## src/rtl/alu_pkg.sv

```systemverilog
// Shared definitions for the execute-stage ALU issue block.
// Holds the 4-bit ALU ctrl codes, the operand-select encodings used between
// the decoder and the pipeline, and the RV32I opcode/funct3 constants.
package alu_pkg;

  typedef enum logic [3:0] {
    ALU_AND     = 4'd0,
    ALU_OR      = 4'd1,
    ALU_ADD     = 4'd2,
    ALU_SUB     = 4'd3,
    ALU_XOR     = 4'd4,
    ALU_EQ      = 4'd5,
    ALU_NE      = 4'd6,
    ALU_LTU     = 4'd7,
    ALU_GEU     = 4'd8,
    ALU_LT      = 4'd9,
    ALU_GE      = 4'd10,
    ALU_ILLEGAL = 4'd15
  } alu_ctrl_e;

  typedef enum logic [1:0] {
    OP1_RS1,
    OP1_PC,
    OP1_ZERO
  } op1_sel_e;

  typedef enum logic [1:0] {
    OP2_RS2,
    OP2_IMM,
    OP2_FOUR,
    OP2_ZERO
  } op2_sel_e;

  localparam logic [6:0] OPC_OP     = 7'b0110011;
  localparam logic [6:0] OPC_OP_IMM = 7'b0010011;
  localparam logic [6:0] OPC_BRANCH = 7'b1100011;
  localparam logic [6:0] OPC_LUI    = 7'b0110111;
  localparam logic [6:0] OPC_AUIPC  = 7'b0010111;
  localparam logic [6:0] OPC_LOAD   = 7'b0000011;
  localparam logic [6:0] OPC_STORE  = 7'b0100011;
  localparam logic [6:0] OPC_JAL    = 7'b1101111;
  localparam logic [6:0] OPC_JALR   = 7'b1100111;

  // OP / OP-IMM funct3
  localparam logic [2:0] F3_ADD  = 3'b000;
  localparam logic [2:0] F3_SLL  = 3'b001;
  localparam logic [2:0] F3_SLT  = 3'b010;
  localparam logic [2:0] F3_SLTU = 3'b011;
  localparam logic [2:0] F3_XOR  = 3'b100;
  localparam logic [2:0] F3_SR   = 3'b101;
  localparam logic [2:0] F3_OR   = 3'b110;
  localparam logic [2:0] F3_AND  = 3'b111;

  // BRANCH funct3
  localparam logic [2:0] F3_BEQ  = 3'b000;
  localparam logic [2:0] F3_BNE  = 3'b001;
  localparam logic [2:0] F3_BLT  = 3'b100;
  localparam logic [2:0] F3_BGE  = 3'b101;
  localparam logic [2:0] F3_BLTU = 3'b110;
  localparam logic [2:0] F3_BGEU = 3'b111;

endpackage

```

## src/rtl/alu_issue_dec.sv

```systemverilog
// Combinational RV32I decode for the ALU issue stage.
// Ports: opcode/funct3/funct7b5 in; ctrl code, operand selects,
// is_branch and illegal out. Illegal ops get ctrl=ALU_ILLEGAL with both
// operands forced to zero.
module alu_issue_dec
  import alu_pkg::*;
(
  input  logic [6:0] opcode,
  input  logic [2:0] funct3,
  input  logic       funct7b5,
  output alu_ctrl_e  ctrl,
  output op1_sel_e   op1_sel,
  output op2_sel_e   op2_sel,
  output logic       is_branch,
  output logic       illegal
);

  logic      bad;
  alu_ctrl_e arith_ctrl;

  // funct3 map shared by OP and OP-IMM; the SUB variant is applied below.
  always_comb begin
    arith_ctrl = ALU_ADD;
    case (funct3)
      F3_ADD:  arith_ctrl = ALU_ADD;
      F3_SLT:  arith_ctrl = ALU_LT;
      F3_SLTU: arith_ctrl = ALU_LTU;
      F3_XOR:  arith_ctrl = ALU_XOR;
      F3_OR:   arith_ctrl = ALU_OR;
      F3_AND:  arith_ctrl = ALU_AND;
      default: arith_ctrl = ALU_ADD;
    endcase
  end

  always_comb begin
    ctrl      = ALU_ADD;
    op1_sel   = OP1_RS1;
    op2_sel   = OP2_RS2;
    is_branch = 1'b0;
    bad       = 1'b0;
    case (opcode)
      OPC_OP: begin
        ctrl = arith_ctrl;
        if (funct3 == F3_ADD && funct7b5) ctrl = ALU_SUB;
        if (funct3 == F3_SLL || funct3 == F3_SR) bad = 1'b1;
      end
      OPC_OP_IMM: begin
        op2_sel = OP2_IMM;
        ctrl    = arith_ctrl;
        if (funct3 == F3_SLL || funct3 == F3_SR) bad = 1'b1;
      end
      OPC_BRANCH: begin
        is_branch = 1'b1;
        case (funct3)
          F3_BEQ:  ctrl = ALU_EQ;
          F3_BNE:  ctrl = ALU_NE;
          F3_BLT:  ctrl = ALU_LT;
          F3_BGE:  ctrl = ALU_GE;
          F3_BLTU: ctrl = ALU_LTU;
          F3_BGEU: ctrl = ALU_GEU;
          default: bad  = 1'b1;
        endcase
      end
      OPC_LUI: begin
        op1_sel = OP1_ZERO;
        op2_sel = OP2_IMM;
      end
      OPC_AUIPC: begin
        op1_sel = OP1_PC;
        op2_sel = OP2_IMM;
      end
      OPC_LOAD, OPC_STORE: op2_sel = OP2_IMM;
      OPC_JAL, OPC_JALR: begin
        op1_sel = OP1_PC;
        op2_sel = OP2_FOUR;
      end
      default: bad = 1'b1;
    endcase
    if (bad) begin
      ctrl      = ALU_ILLEGAL;
      op1_sel   = OP1_ZERO;
      op2_sel   = OP2_ZERO;
      is_branch = 1'b0;
    end
  end

  assign illegal = bad;

endmodule

```

## src/rtl/alu_issue.sv

```systemverilog
// Issue/collect end of the execute-stage ALU interface.
// Stage A registers decoded operands and ctrl that drive the external
// combinational ALU; stage B captures alu_out with tag and flags.
// Ports: clk, rstn (async active-low), flush; in_* valid/ready handshake
// with RV32I fields; alu_data1/alu_data2/alu_ctrl to the ALU, alu_out back;
// out_* valid/ready handshake with result, branch/taken, illegal and tag.
module alu_issue
  import alu_pkg::*;
#(
  parameter int unsigned XLEN  = 32,
  parameter int unsigned TAG_W = 5
) (
  input  logic             clk,
  input  logic             rstn,
  input  logic             flush,
  input  logic             in_valid,
  output logic             in_ready,
  input  logic [6:0]       in_opcode,
  input  logic [2:0]       in_funct3,
  input  logic             in_funct7b5,
  input  logic [XLEN-1:0]  in_rs1,
  input  logic [XLEN-1:0]  in_rs2,
  input  logic [XLEN-1:0]  in_imm,
  input  logic [XLEN-1:0]  in_pc,
  input  logic [TAG_W-1:0] in_tag,
  output logic [XLEN-1:0]  alu_data1,
  output logic [XLEN-1:0]  alu_data2,
  output logic [3:0]       alu_ctrl,
  input  logic [XLEN-1:0]  alu_out,
  output logic             out_valid,
  input  logic             out_ready,
  output logic [XLEN-1:0]  out_result,
  output logic             out_is_branch,
  output logic             out_taken,
  output logic             out_illegal,
  output logic [TAG_W-1:0] out_tag
);

  alu_ctrl_e dec_ctrl;
  op1_sel_e  dec_op1_sel;
  op2_sel_e  dec_op2_sel;
  logic      dec_is_branch;
  logic      dec_illegal;

  alu_issue_dec u_dec (
    .opcode    (in_opcode),
    .funct3    (in_funct3),
    .funct7b5  (in_funct7b5),
    .ctrl      (dec_ctrl),
    .op1_sel   (dec_op1_sel),
    .op2_sel   (dec_op2_sel),
    .is_branch (dec_is_branch),
    .illegal   (dec_illegal)
  );

  logic [XLEN-1:0] op1, op2;

  always_comb begin
    case (dec_op1_sel)
      OP1_RS1: op1 = in_rs1;
      OP1_PC:  op1 = in_pc;
      default: op1 = '0;
    endcase
    case (dec_op2_sel)
      OP2_RS2:  op2 = in_rs2;
      OP2_IMM:  op2 = in_imm;
      OP2_FOUR: op2 = XLEN'(4);
      default:  op2 = '0;
    endcase
  end

  logic             a_valid_q, a_valid_d;
  logic [XLEN-1:0]  a_data1_q, a_data1_d;
  logic [XLEN-1:0]  a_data2_q, a_data2_d;
  logic [3:0]       a_ctrl_q, a_ctrl_d;
  logic [TAG_W-1:0] a_tag_q, a_tag_d;
  logic             a_branch_q, a_branch_d;
  logic             a_illegal_q, a_illegal_d;

  logic             b_valid_q, b_valid_d;
  logic [XLEN-1:0]  b_result_q, b_result_d;
  logic [TAG_W-1:0] b_tag_q, b_tag_d;
  logic             b_branch_q, b_branch_d;
  logic             b_illegal_q, b_illegal_d;

  logic a_adv;

  assign a_adv    = !b_valid_q || out_ready;
  assign in_ready = !a_valid_q || a_adv;

  always_comb begin
    a_valid_d   = a_valid_q;
    a_data1_d   = a_data1_q;
    a_data2_d   = a_data2_q;
    a_ctrl_d    = a_ctrl_q;
    a_tag_d     = a_tag_q;
    a_branch_d  = a_branch_q;
    a_illegal_d = a_illegal_q;
    if (flush) begin
      a_valid_d = 1'b0;
    end else if (in_ready) begin
      a_valid_d = in_valid;
      if (in_valid) begin
        a_data1_d   = op1;
        a_data2_d   = op2;
        a_ctrl_d    = dec_ctrl;
        a_tag_d     = in_tag;
        a_branch_d  = dec_is_branch;
        a_illegal_d = dec_illegal;
      end
    end
  end

  // When A advances empty, b_valid falls: that is how B drains.
  always_comb begin
    b_valid_d   = b_valid_q;
    b_result_d  = b_result_q;
    b_tag_d     = b_tag_q;
    b_branch_d  = b_branch_q;
    b_illegal_d = b_illegal_q;
    if (flush) begin
      b_valid_d = 1'b0;
    end else if (a_adv) begin
      b_valid_d = a_valid_q;
      if (a_valid_q) begin
        // illegal ops report zero regardless of what the ALU returns
        b_result_d  = a_illegal_q ? '0 : alu_out;
        b_tag_d     = a_tag_q;
        b_branch_d  = a_branch_q;
        b_illegal_d = a_illegal_q;
      end
    end
  end

  always_ff @(posedge clk or negedge rstn) begin
    if (!rstn) begin
      a_valid_q   <= 1'b0;
      a_data1_q   <= '0;
      a_data2_q   <= '0;
      a_ctrl_q    <= '0;
      a_tag_q     <= '0;
      a_branch_q  <= 1'b0;
      a_illegal_q <= 1'b0;
      b_valid_q   <= 1'b0;
      b_result_q  <= '0;
      b_tag_q     <= '0;
      b_branch_q  <= 1'b0;
      b_illegal_q <= 1'b0;
    end else begin
      a_valid_q   <= a_valid_d;
      a_data1_q   <= a_data1_d;
      a_data2_q   <= a_data2_d;
      a_ctrl_q    <= a_ctrl_d;
      a_tag_q     <= a_tag_d;
      a_branch_q  <= a_branch_d;
      a_illegal_q <= a_illegal_d;
      b_valid_q   <= b_valid_d;
      b_result_q  <= b_result_d;
      b_tag_q     <= b_tag_d;
      b_branch_q  <= b_branch_d;
      b_illegal_q <= b_illegal_d;
    end
  end

  assign alu_data1     = a_data1_q;
  assign alu_data2     = a_data2_q;
  assign alu_ctrl      = a_ctrl_q;
  assign out_valid     = b_valid_q;
  assign out_result    = b_result_q;
  assign out_tag       = b_tag_q;
  assign out_is_branch = b_branch_q;
  assign out_illegal   = b_illegal_q;
  assign out_taken     = b_branch_q && b_result_q[0];

endmodule
```

## config.mk

```make
export PLATFORM = sky130hd
export DESIGN_NAME = alu_issue
export DESIGN_NICKNAME = d
export VERILOG_FILES = /design/src/rtl/alu_pkg.sv /design/src/rtl/alu_issue_dec.sv /design/src/rtl/alu_issue.sv
export SDC_FILE = /design/constraint.sdc
export NUM_CORES = 1
export LEC_CHECK = 0
export ABC_AREA = 1
export CAP_MARGIN = 20
export CORE_MARGIN = 2
export CORE_UTILIZATION = 40
export DETAILED_ROUTE_END_ITERATION = 10
export PLACE_DENSITY = 0.83
export SYNTH_ARGS = -nofsm -noshare
export SYNTH_HDL_FRONTEND = slang
export SYNTH_SLANG_ARGS = --single-unit
export TNS_END_PERCENT = 30
```

## constraint.sdc

```tcl
create_clock -name clk -period 1.8 [get_ports clk]
set_input_delay 0.36 -clock clk [delete_from_list [all_inputs] [get_ports clk]]
set_output_delay 0.36 -clock clk [all_outputs]
set_load 0.005 [all_outputs]
```

==> results.tsv, run 1 <==
stage	metric	value	unit
synthesis	synth_cells	705	
grt	globalRouteTotalUtil	0.236	
clock_network	clock_latency	0.41	ns
timing	period_share	0.943	
power_and_ir_drop	p_int	0.00585	W
synthesis	synth_seq_area_share	0.511	
clock_network	cts_max_level	4	
floorplanning	die_width	123	µm
timing	finalHoldViolCount	0	
cells_and_area	antennaDiodeCount	0	
setup_path	cp-start-kind	flop	
cells_and_area	area_growth	71.5	%
route	wl_per_cell	15.6	µm
power_and_ir_drop	p_sw	0.00181	W
cells_and_area	stdcell_area	0.00975	mm²
setup_path	critPathMaxFanout	3	
clock_network	clk_pin_slew_worst_paths	0.06	ns
grt	grt_pass1_wl	27900	µm
setup_path	worst-path-buf-inv	1	
clock_network	cts_tree	built	
floorplanning	io_pins	291	
synthesis	synth_seq_cells	116	
setup_path	crit_chain	clkdlybuf4s50_1	
cells_and_area	nNetsFinal	1182	
route	drt_pass1_iterations	6	
place	place_hpwl	13000	µm
cells_and_area	seq_area	0.00290	mm²
power_and_ir_drop	power_switching_share	0.236	
timing	finalSetupTns	0	ns
power_and_ir_drop	pwr_density_cell	785	mW/mm²
power_and_ir_drop	leakagePower	4.75	nW
timing	tightest_slew	0.382	ns
grt	grt_max_degree	64	
setup_path	arrival	1.34	ns
grt	antenna_found_initial	0	
setup_path	critPathMaxStageDelay	0.53	ns
timing	drv_slew	0	
grt	grt_pass1_vias	5613	
synthesis	syn_area_per_cell	8.06	µm²
flow_run	drv_cap	0	
outcome	status	finished clean	
route	antenna_left	0	
setup_path	reg2reg_slack	0.30	ns
synthesis	ys_warn_count	0	
timing	relSlewSlack	0.745	
synthesis	netlist_area	0.00569	mm²
setup_path	required	1.44	ns
clock_network	cts_sinks	116	
power_and_ir_drop	clock_power_share	0.469	
route	wl	18600	µm
power_and_ir_drop	seq_power_share	0.373	
place	routabilityCongestion	0.799	
cells_and_area	drive_gt1_frac	0.0938	
grt	grt.overflow.total	0	
hold_path	min_path_type	in -> async	
timing	finalSetupViolations	0	
clock_network	clock_path_buffers	2	
clock_network	cts_inserted_buffers	17	
cells_and_area	num-fill-cells	1057	
floorplanning	start_util	0.410	
timing	fin_skew	0.00939	ns
setup_path	critPathCaptureType	primary output	
power_and_ir_drop	vdd_drop_max	0.000547	V
floorplanning	rows	43	
route	drc	0	
floorplanning	die_area	0.0152	mm²
setup_path	path_delay_family	buffers and inverters	
synthesis	synthDistinctLibCells	27	
floorplanning	die_h	123	µm
cells_and_area	layout_commonest_cell	nand2_1	
place	numPortBuffers	290	
timing	fmax	589	MHz
setup_path	path_class	reg -> out	
clock_network	cts-root-buf	clkbuf_16	
timing	fin_crit	1.70	ns
route	num_vias	6087	
cells_and_area	multiInputGateArea	0.00246	mm²
power_and_ir_drop	combPwrFrac	0.158	
floorplanning	core	0.0139	mm²
route	drt_iter0_markers	358	
route	vias_per_cell	5.10	
setup_path	slowest_stage	clkdlybuf4s50_1	
place	post_dp_cell_area	0.00902	mm²
synthesis	synth_fp_nets	886	
cells_and_area	final_cell_mix	312 x nand2_1, 281 x clkdlybuf4s50_1, 116 x dfrtp_1, 96 x nand4_1, 32 x a22o_1	
-- sequential cells by signal, summed over array words and instances, names as in the netlist, 4 cells and up --
signal and count:
alu_ctrl 4, out_result 32, a_tag_q 5, alu_data2 32, out_tag 5, alu_data1 32
-- what timing repair did --
item / in CTS / in global routing
endpoints found under the hold margin: 24 / 0
endpoints found under the setup margin: 1 / 49
pin swaps: 0 / 10
hold buffers: 1 / 0
buffers inserted: 0 / 2
gates cloned: 0 / 1
gates resized for setup: 1 / 15
-- power by group through the flow --
stage	clock network [W]	logic [W]	registers, W
3_3_place_gp	0	0.00119	0.00289
6_report	0.00359	0.00121	0.00285
5_1_grt	0.00379	0.00131	0.00287
2_1_floorplan	0	0.000307	0.00290
4_1_cts	0.00365	0.00121	0.00285
3_5_place_dp	0	0.00120	0.00289
-- stage by stage --
step / cells / utilization / hold WS, ns / setup slack [ns] / total power [W]
floorplan: 705 / - / 0.0644 / 0.265 / 0.00321
detailed placement: 1158 / 0.650 / 0.308 / -0.353 / 0.00409
CTS: 1190 / 0.695 / 0.412 / 0.00691 / 0.00771
global route: 1193 / 0.703 / 0.442 / -0.000220 / 0.00797
global placement: 1158 / 0.650 / 0.308 / -0.341 / 0.00408
finish: 1193 / 0.703 / 0.422 / 0.103 / 0.00765
-- final timing paths --
kind | start | to | cells after the start
worst max-delay path | out_is_branch | out_is_branch | 1
worst min-delay path | rstn | alu_data1[12] | 2
worst max register to register | out_valid | a_tag_q[4] | 9
worst min register to register | alu_data1[31] | alu_data1[31] | 2
max in group asynchronous | rstn | a_tag_q[3] | 3
min in group clk | alu_data1[31] | alu_data1[31] | 2
-- logic make-up after synthesis --
kind of cell	synth area share
DFF	0.511
AOI/OAI and AO/OA	0.0772
buffers and inverters	0.0627
and+or+nand+nor	0.349
-- final cells by class --
class | count | share of cell area
repair buffers | 331 | 0.353
clock inverters | 14 | 0.0205
well taps | 180 | 0.0231
inverters | 27 | 0.0104
flip-flops and latches | 116 | 0.298
multi-input cells | 508 | 0.252
clock buffers | 17 | 0.0436
-- metal layers --
layer	wire length (µm)	global-route usage
met3	1600	0.0738
met4	486	0.0874
met5	0	0
met1	7420	0.291
met2	9130	0.390
-- Yosys cell counts (all sizes together) --
master  number  area share
a211oi       1      0.0013
a21oi        6      0.0053
a22o        32       0.049
a31oi        2      0.0022
and3         1      0.0011
buf         34       0.032
clkbuf      20       0.013
dfrtp      116        0.51
inv         27       0.018
nand2      316        0.21
nand3        7      0.0079
nand4       96        0.11
nor2        26       0.023
nor3         2      0.0026
o21ai       17       0.017
o22ai        2      0.0022
Power figures use the tool's default switching activity.
==> inputs of run 2 (changes only) <==
--- a/config.mk
+++ b/config.mk
@@ -11,6 +11,7 @@
 export CORE_UTILIZATION = 40
 export DETAILED_ROUTE_END_ITERATION = 10
 export PLACE_DENSITY = 0.83
+export RECOVER_POWER = 25
 export SYNTH_ARGS = -nofsm -noshare
 export SYNTH_HDL_FRONTEND = slang
 export SYNTH_SLANG_ARGS = --single-unit
==> constraint.sdc (replaced) <==
create_clock -name clk -period 1.8 [get_ports clk]
set_input_delay 0.27 -clock clk [delete_from_list [all_inputs] [get_ports clk]]
set_output_delay 0.27 -clock clk [all_outputs]
set_load 0.005 [all_outputs]
==> run 2 against run 1 <==
  * First-iteration DRC count shrank 6.7%
  * Wire length grew 0.63%
  * Highest routed layer unchanged
  * Critical endpoint is now out_taken
  * Largest power group unchanged
  * Hold slack lost 0.14 ns
  * Die area is the same
==> results.tsv, run 2 (synthesized netlist as in run 1, its figures left out) <==
stage	metric	value	unit	change
timing	rsz0062_at_grt	no		
cells_and_area	antennaDiodeCount	0		unchanged
cells_and_area	final_cell_mix	312 x nand2_1, 288 x clkdlybuf4s50_1, 116 x dfrtp_1, 96 x nand4_1, 32 x a22o_1		was 312 x nand2_1, 281 x clkdlybuf4s50_1, 116 x dfrtp_1, 96 x nand4_1, 32 x a22o_1
setup_path	r2r-end	a_tag_q[4]		unchanged
grt	grt_max_degree	64		unchanged
floorplanning	die_h	123	µm	unchanged
cells_and_area	area_growth	68.1	%	was 71.5%
timing	drv_slew	0		unchanged
clock_network	cts-root-buf	clkbuf_16		unchanged
timing	fin_skew	0.00656	ns	was 0.00939 ns
timing	finalSetupTns	0	ns	unchanged
clock_network	clock_path_buffers	2		unchanged
power_and_ir_drop	vdd_drop_max	0.000559	V	was 0.000547 V
floorplanning	start_util	0.410		unchanged
route	vias_per_cell	5.12		was 5.10
setup_path	path_delay_family	buffers and inverters		unchanged
timing	fin_hold_ws	0.277	ns	was 0.422 ns
timing	fin_crit	1.69	ns	was 1.70 ns
timing	period_share	0.940		was 0.943
setup_path	critPathMaxStageDelay	0.48	ns	was 0.53 ns
outcome	status	finished clean		unchanged
setup_path	critPathCaptureType	primary output		unchanged
route	wl	18800	µm	was 18600 µm
setup_path	arrival	1.42	ns	was 1.34 ns
setup_path	reg2reg_slack	0.35	ns	was 0.30 ns
cells_and_area	layout_commonest_cell	nand2_1		unchanged
timing	finalHoldViolCount	0		unchanged
setup_path	required	1.53	ns	was 1.44 ns
grt	grt_pass1_wl	28500	µm	was 27900 µm
grt	antenna_found_initial	0		unchanged
floorplanning	core	0.0139	mm²	unchanged
setup_path	slowest_stage	clkdlybuf4s50_1		unchanged
floorplanning	die_area	0.0152	mm²	unchanged
power_and_ir_drop	pwr_density_cell	763	mW/mm²	was 785 mW/mm²
setup_path	critPathMaxFanout	3		unchanged
setup_path	reg2reg_from	out_valid		unchanged
place	place_hpwl	13200	µm	was 13000 µm
power_and_ir_drop	report.power.total	0.00729	W	was 0.00765 W
timing	fmax	591	MHz	was 589 MHz
floorplanning	io_pins	291		unchanged
power_and_ir_drop	leakagePower	4.60	nW	was 4.75 nW
hold_path	min_path_type	in -> async		unchanged
timing	relSlewSlack	0.352		was 0.745
clock_network	cts_sinks	116		unchanged
setup_path	rr_worst_depth	7		was 9
route	antenna_left	0		unchanged
place	routabilityCongestion	0.795		was 0.799
route	drc	0		unchanged
grt	globalRouteTotalUtil	0.242		was 0.236
clock_network	cts_max_level	4		unchanged
setup_path	cp-start-kind	flop		unchanged
flow_run	drv_cap	0		unchanged
timing	layout_setup_ws	0.107	ns	was 0.103 ns
floorplanning	rows	43		unchanged
place	pre_cts_ws	-0.280	ns	was -0.353 ns
timing	finalSetupViolations	0		unchanged
cells_and_area	nNetsFinal	1177		was 1182
route	drt_pass1_iterations	4		was 6
clock_network	cts_inserted_buffers	17		unchanged
cells_and_area	drive_gt1_frac	0.0892		was 0.0938
grt	grt.overflow.total	0		unchanged
route	wl_per_cell	15.8	µm	was 15.6 µm
grt	grt_pass1_vias	5734		was 5613
timing	tightest_slew	0.973	ns	was 0.382 ns
setup_path	worst-path-buf-inv	2		was 1
setup_path	crit_chain	nand2_1 -> inv_1 -> clkdlybuf4s50_1		was clkdlybuf4s50_1
clock_network	cts_tree	built		unchanged
clock_network	clock_latency	0.41	ns	about the same
clock_network	clk_pin_slew_worst_paths	0.06	ns	about the same
setup_path	path_class	reg -> out		unchanged
route	drt_iter0_markers	334		was 358
place	numPortBuffers	290		unchanged
route	num_vias	6090		was 6087
floorplanning	die_width	123	µm	unchanged
[run 2: routing by layer]
layer	vias to the layer above	global-route usage	wire, µm
li1	2948	-	-
met1	2856	0.286	7380
met2	255	0.412	9290
met3	31	0.0752	1670
met4	0	0.0923	412
met5	-	0	0
[run 2: timing repair]
action                                  4_1_cts  5_1_grt
endpoints found under the setup margin        1        1
gates cloned                                  0        1
hold buffers                                  1        0
endpoints found under the hold margin        18        0
buffers inserted                              0        0
resized for setup                             1        0
[run 2: cell type report]
type | count | area (µm²)
Tap cell | 180 | 225
Multi-Input combinational cell | 508 | 2430
Clock buffer | 17 | 425
Fill cell | 1125 | 4320
Clock inverter | 15 | 146
Timing Repair Buffer | 326 | 3320
Sequential cell | 116 | 2900
Inverter | 27 | 101
[run 2: where the power goes]
group	switching (W)	internal [W]	total, W
combinational	0.000455	0.000738	0.00119
sequential	0.0000850	0.00277	0.00285
clock	0.00132	0.00193	0.00325
total	0.00186	0.00544	0.00729
[run 2: worst register-to-register path, stage by stage (launching register included)]
cell	delay, ns
dfrtp_1	0.38
inv_1	0.05
nor2_1	0.05
nand2_1	0.11
nand2_2	0.11
inv_2	0.17
buf_4	0.32
o21ai_0	0.13
[run 2: how the worst max path moves through the flow]
stage / startpoint / endpoint / slack (ns) / depth (start not counted)
finish: out_is_branch / out_taken / 0.11 / 3
global route: in_opcode[1] / alu_data2[28] / 0.01 / 12
CTS: out_is_branch / out_taken / 0.08 / 3
detailed placement: in_opcode[1] / alu_data2[19] / -0.28 / 12
global placement: in_opcode[4] / alu_data1[17] / -0.26 / 13
floorplan: in_opcode[2] / alu_data2[31] / 0.35 / 12
[run 2: per-stage QoR]
step / instance area (µm²) / instances / util
after floorplan: 5690 / 705 / -
after global placement: 8980 / 1155 / 0.647
after detailed placement: 8980 / 1155 / 0.647
after CTS: 9560 / 1188 / 0.689
after global routing: 9560 / 1189 / 0.688
final: 9560 / 1189 / 0.688
